$ cat config.mk
export PLATFORM = sky130hd
export DESIGN_NAME = bcd_ndigit_conv
export DESIGN_NICKNAME = d
export VERILOG_FILES = /design/src/rtl/bcd_pkg.sv /design/src/rtl/bcd_sub10_step.sv /design/src/rtl/bcd_ndigit_conv.sv
export SDC_FILE = /design/constraint.sdc
export NUM_CORES = 1
export LEC_CHECK = 0
export ABC_AREA = 1
export BUFFER_PORTS_ARGS = -buffer_cell sky130_fd_sc_hd__buf_2
export CAP_MARGIN = 40
export CORE_MARGIN = 2
export CORE_UTILIZATION = 45
export CTS_BUF_LIST = sky130_fd_sc_hd__clkbuf_8
export DETAILED_ROUTE_END_ITERATION = 7
export GPL_TIMING_DRIVEN = 0
export SLEW_MARGIN = 25
export SYNTH_ARGS = -nofsm -noshare
export SYNTH_HDL_FRONTEND = slang
export SYNTH_HIERARCHICAL = 1
export SYNTH_SLANG_ARGS = --single-unit
$ cat constraint.sdc
create_clock -name clk -period 1.74 [get_ports clk]
set_input_delay 0 -clock clk [delete_from_list [all_inputs] [get_ports clk]]
set_output_delay 0 -clock clk [all_outputs]
set_load 0.05 [all_outputs]
$ cat src/rtl/bcd_pkg.sv
// Shared types and constants for the N-digit binary-to-BCD converter.
// Optional leading-zero blanking in bcd_ndigit_conv is enabled by BCD_LEADING_BLANK_EN.
package bcd_pkg;

  typedef enum logic [1:0] {
    S_IDLE   = 2'd0,
    S_DIVIDE = 2'd1,
    S_STORE  = 2'd2,
    S_FINISH = 2'd3
  } bcd_state_e;

  localparam logic [3:0] BCD_BLANK = 4'hF;
  localparam int         BCD_RADIX = 10;

  localparam int DIGITS_MIN = 1;
  localparam int DIGITS_MAX = 8;
  localparam int WIDTH_MIN  = 4;
  localparam int WIDTH_MAX  = 27;

endpackage

$ cat src/rtl/bcd_sub10_step.sv
// Combinational compare-and-subtract-by-radix step used by the digit divider.
module bcd_sub10_step
  import bcd_pkg::*;
#(
  parameter int WIDTH = 14
) (
  input  logic [WIDTH-1:0] a,
  output logic             ge10,
  output logic [WIDTH-1:0] diff
);

  always_comb begin
    ge10 = (a >= WIDTH'(BCD_RADIX));
    diff = a - WIDTH'(BCD_RADIX);
  end

endmodule

$ cat src/rtl/bcd_ndigit_conv.sv
// Sequential binary-to-BCD converter: repeated subtract-10 division, one digit per pass.
// Define BCD_LEADING_BLANK_EN to blank leading zero digits (nibble 0 always numeric).
module bcd_ndigit_conv
  import bcd_pkg::*;
#(
  parameter int DIGITS = 4,
  parameter int WIDTH  = 14
) (
  input  logic                clk,
  input  logic                rst,
  input  logic                start,
  input  logic [WIDTH-1:0]    value,
  output logic [4*DIGITS-1:0] digits,
  output logic                busy,
  output logic                valid,
  output logic                overflow,
  output bcd_state_e          o_dbg_state
);

  localparam int                IDX_W    = 4;
  localparam logic [IDX_W-1:0]  LAST_IDX = IDX_W'(DIGITS - 1);

  if (DIGITS < DIGITS_MIN || DIGITS > DIGITS_MAX ||
      WIDTH < WIDTH_MIN || WIDTH > WIDTH_MAX) begin : g_param_check
    $error("bcd_ndigit_conv: DIGITS or WIDTH out of supported range");
  end

  bcd_state_e          r_state;
  logic [WIDTH-1:0]    r_dividend;
  logic [WIDTH-1:0]    r_quot;
  logic [IDX_W-1:0]    r_idx;
  logic [4*DIGITS-1:0] r_shadow;
  logic [4*DIGITS-1:0] r_digits;
  logic                r_busy;
  logic                r_valid;
  logic                r_overflow;
  logic                r_ovf_pend;

  logic                w_ge10;
  logic [WIDTH-1:0]    w_diff;
  logic [4*DIGITS-1:0] w_final;

  bcd_sub10_step #(.WIDTH(WIDTH)) u_step (
    .a    (r_dividend),
    .ge10 (w_ge10),
    .diff (w_diff)
  );

  // Result presented at FINISH; leading digits optionally blanked from the top down.
  always_comb begin
    w_final = r_shadow;
`ifdef BCD_LEADING_BLANK_EN
    begin : blank_scan
      logic w_lead;
      w_lead = 1'b1;
      for (int i = DIGITS - 1; i > 0; i--) begin
        if (r_shadow[4*i +: 4] != 4'h0) w_lead = 1'b0;
        if (w_lead) w_final[4*i +: 4] = BCD_BLANK;
      end
    end
`endif
  end

  // start is accepted only in IDLE and ignored while busy; valid is a one-cycle
  // pulse coinciding with the atomic update of digits and overflow.
  always_ff @(posedge clk) begin
    if (!rst) begin
      r_state    <= S_IDLE;
      r_dividend <= '0;
      r_quot     <= '0;
      r_idx      <= '0;
      r_shadow   <= '0;
      r_digits   <= {DIGITS{BCD_BLANK}};
      r_busy     <= 1'b0;
      r_valid    <= 1'b0;
      r_overflow <= 1'b0;
      r_ovf_pend <= 1'b0;
    end else begin
      r_valid <= 1'b0;
      case (r_state)
        S_IDLE: begin
          if (start) begin
            r_dividend <= value;
            r_quot     <= '0;
            r_idx      <= '0;
            r_shadow   <= '0;
            r_ovf_pend <= 1'b0;
            r_busy     <= 1'b1;
            r_state    <= S_DIVIDE;
          end
        end
        S_DIVIDE: begin
          if (w_ge10) begin
            r_dividend <= w_diff;
            r_quot     <= r_quot + WIDTH'(1);
          end else begin
            r_state <= S_STORE;
          end
        end
        S_STORE: begin
          for (int i = 0; i < DIGITS; i++) begin
            if (r_idx == IDX_W'(i)) r_shadow[4*i +: 4] <= r_dividend[3:0];
          end
          r_dividend <= r_quot;
          r_quot     <= '0;
          r_idx      <= r_idx + IDX_W'(1);
          if (r_quot == '0 || r_idx == LAST_IDX) begin
            r_ovf_pend <= (r_quot != '0);
            r_state    <= S_FINISH;
          end else begin
            r_state <= S_DIVIDE;
          end
        end
        S_FINISH: begin
          r_digits   <= r_ovf_pend ? {DIGITS{BCD_BLANK}} : w_final;
          r_overflow <= r_ovf_pend;
          r_valid    <= 1'b1;
          r_busy     <= 1'b0;
          r_state    <= S_IDLE;
        end
        default: r_state <= S_IDLE;
      endcase
    end
  end

  assign digits      = r_digits;
  assign busy        = r_busy;
  assign valid       = r_valid;
  assign overflow    = r_overflow;
  assign o_dbg_state = r_state;

endmodule

==> results of run 1 <==
[critical path, stage by stage, from the launching register on]
cell and delay, ns:
dfxtp_4 0.37, inv_2 0.06, ha_2 0.30, buf_2 0.22, clkbuf_2 0.28, o211ai_1 0.16
o21ai_0 0.11, a21oi_1 0.08
[cell families after synthesis]
family / share of synthesized area
AOI/OAI and AO/OA: 0.190
xor gates and xnor gates: 0.00752
adders and majority gates: 0.0430
buffers and inverters: 0.0863
DFF: 0.401
and+or+nand+nor: 0.272
[state kept, by name (all words and copies together) (netlist names)]
| name | cells |
|---|---|
| r_shadow | 16 |
| r_quot | 14 |
| r_idx | 4 |
| overflow | 1 |
| busy | 1 |
| o_dbg_state | 2 |
| digits | 16 |
| valid | 1 |
| r_ovf_pend | 1 |
| r_dividend | 14 |
[stage by stage]
step           setup TNS, ns  setup WS [ns]  total power [mW]   util
5_1_grt              -0.0623        -0.0508              7.45  0.566
3_3_place_gp          -0.706        -0.0587              5.26  0.501
4_1_cts                    0        0.00395              6.65  0.550
2_1_floorplan              0         0.0688              4.61      -
3_5_place_dp          -0.968        -0.0866              5.29  0.501
6_report                   0         0.0598              6.90  0.566
[metal layers]
metal,GRT usage,wire [microns],part of all wire,vias up
met4,0.123,351,0.040,0
met5,0,0,0,-
met2,0.364,4200,0.48,77
met3,0.0370,306,0.035,31
met1,0.257,3940,0.45,1569
li1,-,-,-,1775
[power groups by stage]
stage          Clock (mW)  Combinational, mW  Sequential, mW
2_1_floorplan           0               2.07            2.54
5_1_grt              1.38               3.68            2.40
6_report             1.28               3.28            2.34
3_3_place_gp            0               2.95            2.31
3_5_place_dp            0               2.98            2.32
4_1_cts              1.30               3.05            2.29
[layout make-up]
| cell class | instances | area (sq um) | share of cell area |
|---|---|---|---|
| multi-input combinational | 351 | 1810 | 0.421 |
| sequential | 70 | 1430 | 0.332 |
| timing repair buffer | 66 | 443 | 0.103 |
| inverter | 52 | 201 | 0.0468 |
| tap | 102 | 128 | 0.0296 |
| clock buffer | 9 | 124 | 0.0288 |
| buffer | 19 | 108 | 0.0250 |
| clock inverter | 7 | 61.3 | 0.0142 |
[synth_stat cells, drive strengths merged]
cell type and number:
a211oi 4, dfxtp 70, nand3 35, nor3 6, buf 12, clkinv 1, nor2 43, o211ai 13
nand2 127, a21oi 45, nand4 6, ha 12, xor2 3, clkbuf 7, inv 51, o21ai 57
[final timing paths]
check                              startpoint                     endpoint  slack (ns)  cells past startpoint
hold reg to reg      r_shadow[1]$_SDFFE_PN0P_       digits[1]$_SDFFE_PN1P_        0.47                      2
setup / recovery  o_dbg_state[0]$_SDFFE_PN0P_  r_dividend[12]$_SDFFE_PN0P_        0.06                      7
setup reg to reg  o_dbg_state[0]$_SDFFE_PN0P_  r_dividend[12]$_SDFFE_PN0P_        0.06                      7
hold / removal                       value[4]   r_dividend[4]$_SDFFE_PN0P_        0.46                      4
[repair_timing]
action	CTS	global route
cloned	0	0
setup buffers	1	12
resized for setup	6	31
hold buffers	16	0
pin swaps	2	9
setup endpoints to repair	26	46
endpoints found under the hold margin	16	0
==> results.sh, run 1 <==
export IMPL_cts_htree_levels=3
export IMPL_relSlewSlack=0.654
export IMPL_vias=3452
export IMPL_gp_congestion=0.873
export IMPL_nets=598
export IMPL_synth_top_cell_by_area="dfxtp_1"
export IMPL_grt_ovfl_total=0
export IMPL_syn_inst=492
export IMPL_dr_pass1_iters=4
export IMPL_place_area_sq_um=3810
export IMPL_max_freq_mhz=595
export IMPL_fin_crit_ns=1.68
export IMPL_synth_avg_cell_area_sq_um=7.10
export IMPL_status="finished clean"
export IMPL_grt_pass1_vias=3160
export IMPL_setup_viol=0
export IMPL_clkLatencyLatePin_ns=0.36
export IMPL_cts_tree="yes"
export IMPL_final_cell_mix="124 x nand2_1, 59 x dfxtp_1, 48 x o21ai_0, 44 x a21oi_1, 43 x buf_2"
export IMPL_synth_area_leaders="dfxtp_1 40%, nand2_1 13%, o21ai_0 7.9%"
export IMPL_ys_ff_latch=70
export IMPL_dr_first_iter_drc_count=116
export IMPL_fin_crit_sh=0.966
export IMPL_n_fill_cell=762
export IMPL_dpl_hpwl_mm=6.34
export IMPL_vias_per_cell=5.11
export IMPL_io_buffers=37
export IMPL_ys_warn_count=6
export IMPL_cts_made_buffers=9
export IMPL_dp_cells=631
export IMPL_totalWireLength_mm=8.80
export IMPL_whs_ns=0.459
export IMPL_areaGrowthSynthToFinish_pct=23.2
export IMPL_yosysTopAreaCellShare=0.401
export IMPL_fin_cells=676
export IMPL_finish_instance_area_sq_um=4310
export IMPL_initial_core_util=0.459
export IMPL_power_leakage_nw=1.85
export IMPL_powerDensity_nw_per_um2=1600
export IMPL_final_hold_viol_count=0
export IMPL_report_final_slew_viol_count=0
export IMPL_hp_class="in -> reg"
export IMPL_grt_pass1_wl_mm=14.4
export IMPL_pwr_share_comb=0.476
export IMPL_critPathRequiredTime_ns=1.98
export IMPL_clk_pin_slew_ns=0.08
export IMPL_rows=32
export IMPL_route_detailed_drc=0
export IMPL_critical_path_arrival_ns=1.92
export IMPL_die_y_microns=92.1
export IMPL_drive_above_1_share=0.218
export IMPL_drt_wirelength_per_cell_microns=13.0
export IMPL_syn_area_sq_um=3490
export IMPL_antenna_left=0
export IMPL_skew_ns=0.0101
export IMPL_antenna_found_initial=0
export IMPL_cap_violations=0
export IMPL_p_seq_frac=0.339
export IMPL_critPathKind="reg -> reg"
export IMPL_fp_coreArea_sq_um=7610
export IMPL_grt_usage=0.215
export IMPL_syn_num_nets=521
export IMPL_switching_power_mw=3.13
export IMPL_worst_pin_slew_ns=0.519
export IMPL_power_frac_clock=0.185
export IMPL_dieArea_sq_um=8490
export IMPL_yosysUniqueCellTypes=29
export IMPL_io_pins=38
export IMPL_final_common_cell="nand2_1"
export IMPL_n_antenna_cell=0
export IMPL_crit_fanout=10
export IMPL_vdd_ir_drop_max_mv=0.707
export IMPL_rsz0062_at_grt="true"
export IMPL_p_int_mw=3.77
export IMPL_cts_root_buf="clkbuf_8"
export IMPL_grt_max_degree=16
export IMPL_cts_max_path_buffers=2
export IMPL_die_width_microns=92.1
export IMPL_crit_path_end_kind="flop"
export IMPL_cts_sinks=70
export IMPL_switching_share=0.454
export IMPL_seq_area_frac_synth=0.401
export IMPL_start_kind="flop"
No activity file was read; power rests on OpenSTA's default activity.
==> inputs of run 2 (changes only) <==
- CORE_MARGIN: 2 -> default
==> results.sh, run 2 (same netlist as run 1, synthesis figures left out) <==
export IMPL_status="finished clean"
export IMPL_grt_max_degree=14
export IMPL_die_width_microns=90.1
export IMPL_max_freq_mhz=603
export IMPL_final_cell_mix="122 x nand2_1, 61 x dfxtp_1, 43 x a21oi_1, 43 x buf_2"
export IMPL_drt_wirelength_per_cell_microns=13.7
export IMPL_finish_instance_area_sq_um=4360
export IMPL_vdd_ir_drop_max_mv=0.617
export IMPL_cts_max_path_buffers=2
export IMPL_route_detailed_drc=0
export IMPL_hp_class="in -> reg"
export IMPL_report_final_slew_viol_count=0
export IMPL_rsz0062_at_grt="true"
export IMPL_cts_sinks=70
export IMPL_io_buffers=37
export IMPL_nets=596
export IMPL_grt_util_met2=0.370
export IMPL_die_y_microns=90.1
export IMPL_antenna_found_initial=0
export IMPL_fp_coreArea_sq_um=7370
export IMPL_relSlewSlack=0.650
export IMPL_clk_pin_slew_ns=0.08
export IMPL_switching_share=0.445
export IMPL_gp_congestion=0.861
export IMPL_rows=31
export IMPL_worst_pin_slew_ns=0.525
export IMPL_grt_ovfl_total=0
export IMPL_grt_usage=0.234
export IMPL_n_fill_cell=736
export IMPL_p_int_mw=3.94
export IMPL_grtUsageMet3=0.0533
export IMPL_totalWireLength_mm=9.19
export IMPL_fin_setup_tns_ns=0
export IMPL_initial_core_util=0.474
export IMPL_reg2regPathDepth=9
export IMPL_final_common_cell="nand2_1"
export IMPL_cts_made_buffers=9
export IMPL_grt_pass1_wl_mm=15.3
export IMPL_antenna_left=0
export IMPL_grt_pass1_vias=3181
export IMPL_finalCoreUtilization=0.591
export IMPL_vias_per_cell=5.06
export IMPL_fin_crit_ns=1.66
export IMPL_vias=3395
export IMPL_critical_path_arrival_ns=1.94
export IMPL_top_usage_layer="met2"
export IMPL_critPathRequiredTime_ns=2.02
export IMPL_dr_pass1_iters=5
export IMPL_setup_viol=0
export IMPL_fin_crit_sh=0.952
export IMPL_fin_cells=671
export IMPL_io_pins=38
export IMPL_power_frac_clock=0.187
export IMPL_power_leakage_nw=1.89
export IMPL_n_antenna_cell=0
export IMPL_final_hold_viol_count=0
export IMPL_dp_cells=628
export IMPL_cts_htree_levels=3
export IMPL_use_met1=0.321
export IMPL_dpl_hpwl_mm=6.32
export IMPL_drive_above_1_share=0.222
export IMPL_start_kind="flop"
export IMPL_hold_depth=3
export IMPL_crit_fanout=8
export IMPL_powerDensity_nw_per_um2=1630
export IMPL_p_seq_frac=0.330
export IMPL_cts_root_buf="clkbuf_8"
export IMPL_areaGrowthSynthToFinish_pct=24.6
export IMPL_clkLatencyLatePin_ns=0.35
export IMPL_pwr_share_comb=0.484
export IMPL_dr_first_iter_drc_count=251
export IMPL_power_total_mw=7.09
export IMPL_critPathKind="reg -> reg"
export IMPL_cts_tree="yes"
export IMPL_place_area_sq_um=3810
export IMPL_switching_power_mw=3.15
export IMPL_skew_ns=0.0107
export IMPL_cap_violations=0
export IMPL_dieArea_sq_um=8120
export IMPL_crit_path_end_kind="flop"
[run 2: changes by cell type in the layout (fill, tap and decap cells not counted), sizes merged]
| cell | previous run | this run |
|---|---|---|
| bufinv | 0 | 1 |
| clkbuf | 15 | 14 |
| clkinv | 1 | 4 |
| clkinvlp | 2 | 0 |
| dlygate4sd3 | 16 | 15 |
| inv | 56 | 54 |
[run 2: worst max-delay path, cell delays in order, from the launching register on]
cell,delay [ns]
dfxtp_4,0.36
inv_2,0.09
ha_1,0.18
buf_6,0.13
inv_2,0.08
o21ai_4,0.24
nand2_1,0.14
inv_2,0.13
o21ai_0,0.09
a21oi_1,0.16
[run 2: repair_timing]
item                       4_1_cts  5_1_grt
gates resized for setup          5       53
buffers inserted                 5        7
setup endpoints to repair       27       47
hold endpoints to repair        15        0
hold buffers                    15        0
pin swaps                        2       14
[run 2: path summary, 6_finish.rpt]
kind	from	endpoint	slack (ns)
worst max-delay path	o_dbg_state[0]$_SDFFE_PN0P_	r_shadow[10]$_SDFFE_PN0P_	0.08
worst max register to register	o_dbg_state[0]$_SDFFE_PN0P_	r_shadow[10]$_SDFFE_PN0P_	0.08
worst min-delay path	rst	r_shadow[7]$_SDFFE_PN0P_	0.02
worst min register to register	overflow$_SDFFE_PN0P_	overflow$_SDFFE_PN0P_	0.47
[run 2: final cells by class]
cell class / instances / area (sq um) / area share
Buffer: 19 / 118 / 0.0270
Clock buffer: 9 / 124 / 0.0284
Clock inverter: 7 / 73.8 / 0.0169
Inverter: 52 / 203 / 0.0465
Multi-Input combinational cell: 351 / 1860 / 0.427
Sequential cell: 70 / 1430 / 0.327
Tap cell: 99 / 124 / 0.0284
Timing Repair Buffer: 64 / 429 / 0.0985
[run 2: per-layer routing]
| metal | up-vias | wire [microns] |
|---|---|---|
| li1 | 1769 | - |
| met1 | 1547 | 4590 |
| met2 | 68 | 4140 |
| met3 | 11 | 338 |
| met4 | 0 | 122 |
| met5 | - | 0 |
[run 2: power groups by stage]
stage | clock (mW) | combinational (mW) | sequential [mW]
5_1_grt | 1.41 | 3.81 | 2.39
3_5_place_dp | 0 | 2.98 | 2.32
6_report | 1.32 | 3.43 | 2.34
4_1_cts | 1.35 | 3.12 | 2.29
2_1_floorplan | 0 | 2.07 | 2.54
3_3_place_gp | 0 | 2.94 | 2.31
[run 2: per-stage QoR]
| step | hold WS (ns) | setup WS [ns] |
|---|---|---|
| floorplan | 0.138 | 0.0688 |
| global placement | 0.270 | -0.0566 |
| detailed placement | 0.281 | -0.0697 |
| CTS | 0.00466 | 0.00146 |
| global route | 0.0174 | -0.0611 |
| finish | 0.0247 | 0.0828 |
==> inputs of run 3 (changes only) <==
- CELL_PAD_IN_SITES_DETAIL_PLACEMENT: default -> 1
- CELL_PAD_IN_SITES_GLOBAL_PLACEMENT: default -> 1
- CORE_UTILIZATION: 45 -> 40
- GPL_TIMING_DRIVEN: 0 -> default
- PLACE_DENSITY_LB_ADDON: default -> 0.1
- clock period: 1.74 -> 1.4 ns (I/O delays scaled with it)
==> results.sh, run 3 (same netlist as run 1, synthesis figures left out) <==
export IMPL_worst_slack_ns=-0.254
export IMPL_critPathRequiredTime_ns=1.69
export IMPL_dr_first_iter_drc_count=76
export IMPL_route_detailed_drc=0
export IMPL_hp_class="in -> reg"
export IMPL_die_width_microns=95.5
export IMPL_final_cell_mix="109 x nand2_1, 62 x dfxtp_1, 48 x buf_4, 37 x buf_2, 36 x inv_1"
export IMPL_report_final_slew_viol_count=0
export IMPL_hold_depth=3
export IMPL_grt_max_degree=29
export IMPL_vias_per_cell=5.20
export IMPL_dp_cells=658
export IMPL_io_pins=38
export IMPL_dieArea_sq_um=9110
export IMPL_rsz0062_at_grt="true"
export IMPL_fin_cells=706
export IMPL_powerDensity_nw_per_um2=2130
export IMPL_vias=3674
export IMPL_violations="setup timing"
export IMPL_cts_root_buf="clkbuf_8"
export IMPL_die_y_microns=95.5
export IMPL_final_hold_viol_count=0
export IMPL_whs_ns=0.0413
export IMPL_n_antenna_cell=0
export IMPL_crit_fanout=3
export IMPL_worst_pin_slew_ns=0.327
export IMPL_power_leakage_nw=2.11
export IMPL_hp_start="start"
export IMPL_gp_congestion=0.796
export IMPL_reg2regPathDepth=11
export IMPL_crit_path_max_incr_delay_ns=0.37
export IMPL_grt_ovfl_total=0
export IMPL_skew_ns=0.0117
export IMPL_io_buffers=37
export IMPL_fin_setup_tns_ns=-6.06
export IMPL_critPathTopFamily="flip-flops"
export IMPL_drt_wirelength_per_cell_microns=16.6
export IMPL_initial_core_util=0.419
export IMPL_cts_sinks=70
export IMPL_vdd_ir_drop_max_mv=1.01
export IMPL_grt_pass1_vias=3665
export IMPL_rows=33
export IMPL_path_depth=11
export IMPL_status="complete, but fails checks"
export IMPL_dr_pass1_iters=4
export IMPL_cts_tree="yes"
export IMPL_n_fill_cell=1048
export IMPL_nets=625
export IMPL_setup_viol=47
export IMPL_final_common_cell="nand2_1"
export IMPL_totalWireLength_mm=11.7
export IMPL_grt_pass1_wl_mm=18.0
export IMPL_regToRegSetupSlack_ns=-0.25
export IMPL_critical_path_arrival_ns=1.94
export IMPL_r2r_end="r_dividend[5]$_SDFFE_PN0P_"
export IMPL_cts_max_path_buffers=2
export IMPL_crit_chain="buf_6 -> inv_4 -> ha_4 -> inv_4 -> nand2_4 -> nand2_4 -> xor2_1 -> nand2_1 -> o211ai_1 -> o21ai_1 -> a21oi_1"
export IMPL_fp_coreArea_sq_um=8340
export IMPL_cts_made_buffers=9
export IMPL_clk_pin_slew_ns=0.09
export IMPL_crit_buf_inv=3
export IMPL_relSlewSlack=0.780
export IMPL_finalCoreUtilization=0.596
export IMPL_dpl_hpwl_mm=7.39
export IMPL_fin_crit_sh=1.18
export IMPL_clkLatencyLatePin_ns=0.36
export IMPL_crit_path_top_delay_cell="dfxtp_4"
export IMPL_grt_usage=0.258
export IMPL_crit_path_end_kind="flop"
export IMPL_drive_above_1_share=0.366
export IMPL_antenna_found_initial=0
export IMPL_reg2reg_from="r_dividend[2]$_SDFFE_PN0P_"
export IMPL_critPathKind="reg -> reg"
export IMPL_cts_htree_levels=3
export IMPL_fin_crit_ns=1.65
export IMPL_crit_end="r_dividend[5]$_SDFFE_PN0P_"
export IMPL_start_kind="flop"
export IMPL_cp_startpoint="r_dividend[2]$_SDFFE_PN0P_"
export IMPL_areaGrowthSynthToFinish_pct=42.2
export IMPL_antenna_left=0
export IMPL_cap_violations=0
export IMPL_max_freq_mhz=605
run 3: cell count changes in the layout (fill, tap and decap cells not counted), sizes merged:
cell and delta:
buf +34, bufinv -1, clkbuf -5, clkinv +1, clkinvlp +2, dlygate4sd3 -1, inv -1
run 3: how the worst min path moves through the flow:
stage,endpoint,slack [ns]
floorplan,r_dividend[13]$_SDFFE_PN0P_,0.14
global placement,r_dividend[7]$_SDFFE_PN0P_,0.27
detailed placement,r_dividend[7]$_SDFFE_PN0P_,0.29
CTS,busy$_SDFFE_PN0P_,0.008
global route,busy$_SDFFE_PN0P_,0.04
finish,busy$_SDFFE_PN0P_,0.04
run 3: through the flow:
step | area [sq um] | power [mW] | worst slack [ns]
global placement | 4120 | 7.16 | -0.245
finish | 4970 | 10.6 | -0.254
CTS | 4650 | 9.59 | -0.180
global route | 4970 | 11.3 | -0.349
detailed placement | 4120 | 7.38 | -0.328
floorplan | 3570 | 5.88 | -0.172
run 3: layer usage:
| layer | GRT usage | wire length, microns | vias up | share of wire |
|---|---|---|---|---|
| li1 | - | - | 1831 | - |
| met1 | 0.308 | 5010 | 1753 | 0.43 |
| met4 | 0.117 | 387 | 0 | 0.033 |
| met3 | 0.0367 | 257 | 29 | 0.022 |
| met5 | 0 | 0 | - | 0 |
| met2 | 0.456 | 6040 | 61 | 0.52 |
run 3: final cells by class:
type / instances / area [sq um] / share of cell area
sequential: 70 / 1420 / 0.286
multi-input combinational: 351 / 2140 / 0.430
inverter: 52 / 243 / 0.0489
tap: 105 / 131 / 0.0264
timing repair buffer: 111 / 842 / 0.169
clock inverter: 7 / 63.8 / 0.0128
clock buffer: 9 / 124 / 0.0249
timing repair inverter: 1 / 8.76 / 0.00176
run 3: worst register-to-register path: cells and delay by family (launching register included):
kind / cells / cell delay, ns
compound gates: 3 / 0.37
xor+xnor: 1 / 0.20
fa+ha+maj: 1 / 0.15
buf+inv: 3 / 0.19
flops: 1 / 0.37
simple gates: 3 / 0.29
run 3: power by group:
| group | internal (mW) | leakage [nW] | switching, mW |
|---|---|---|---|
| clock | 0.683 | 0.0903 | 0.932 |
| sequential | 2.50 | 0.576 | 0.379 |
| combinational | 2.43 | 1.44 | 3.66 |
| total | 5.62 | 2.11 | 4.97 |
run 3: what timing repair did:
action / 4_1_cts / 5_1_grt
resized for setup: 54 / 89
setup endpoints to repair: 48 / 50
gates cloned: 0 / 1
hold buffers: 14 / 0
setup buffers: 9 / 9
pin swaps: 24 / 25
endpoints found under the hold margin: 14 / 0
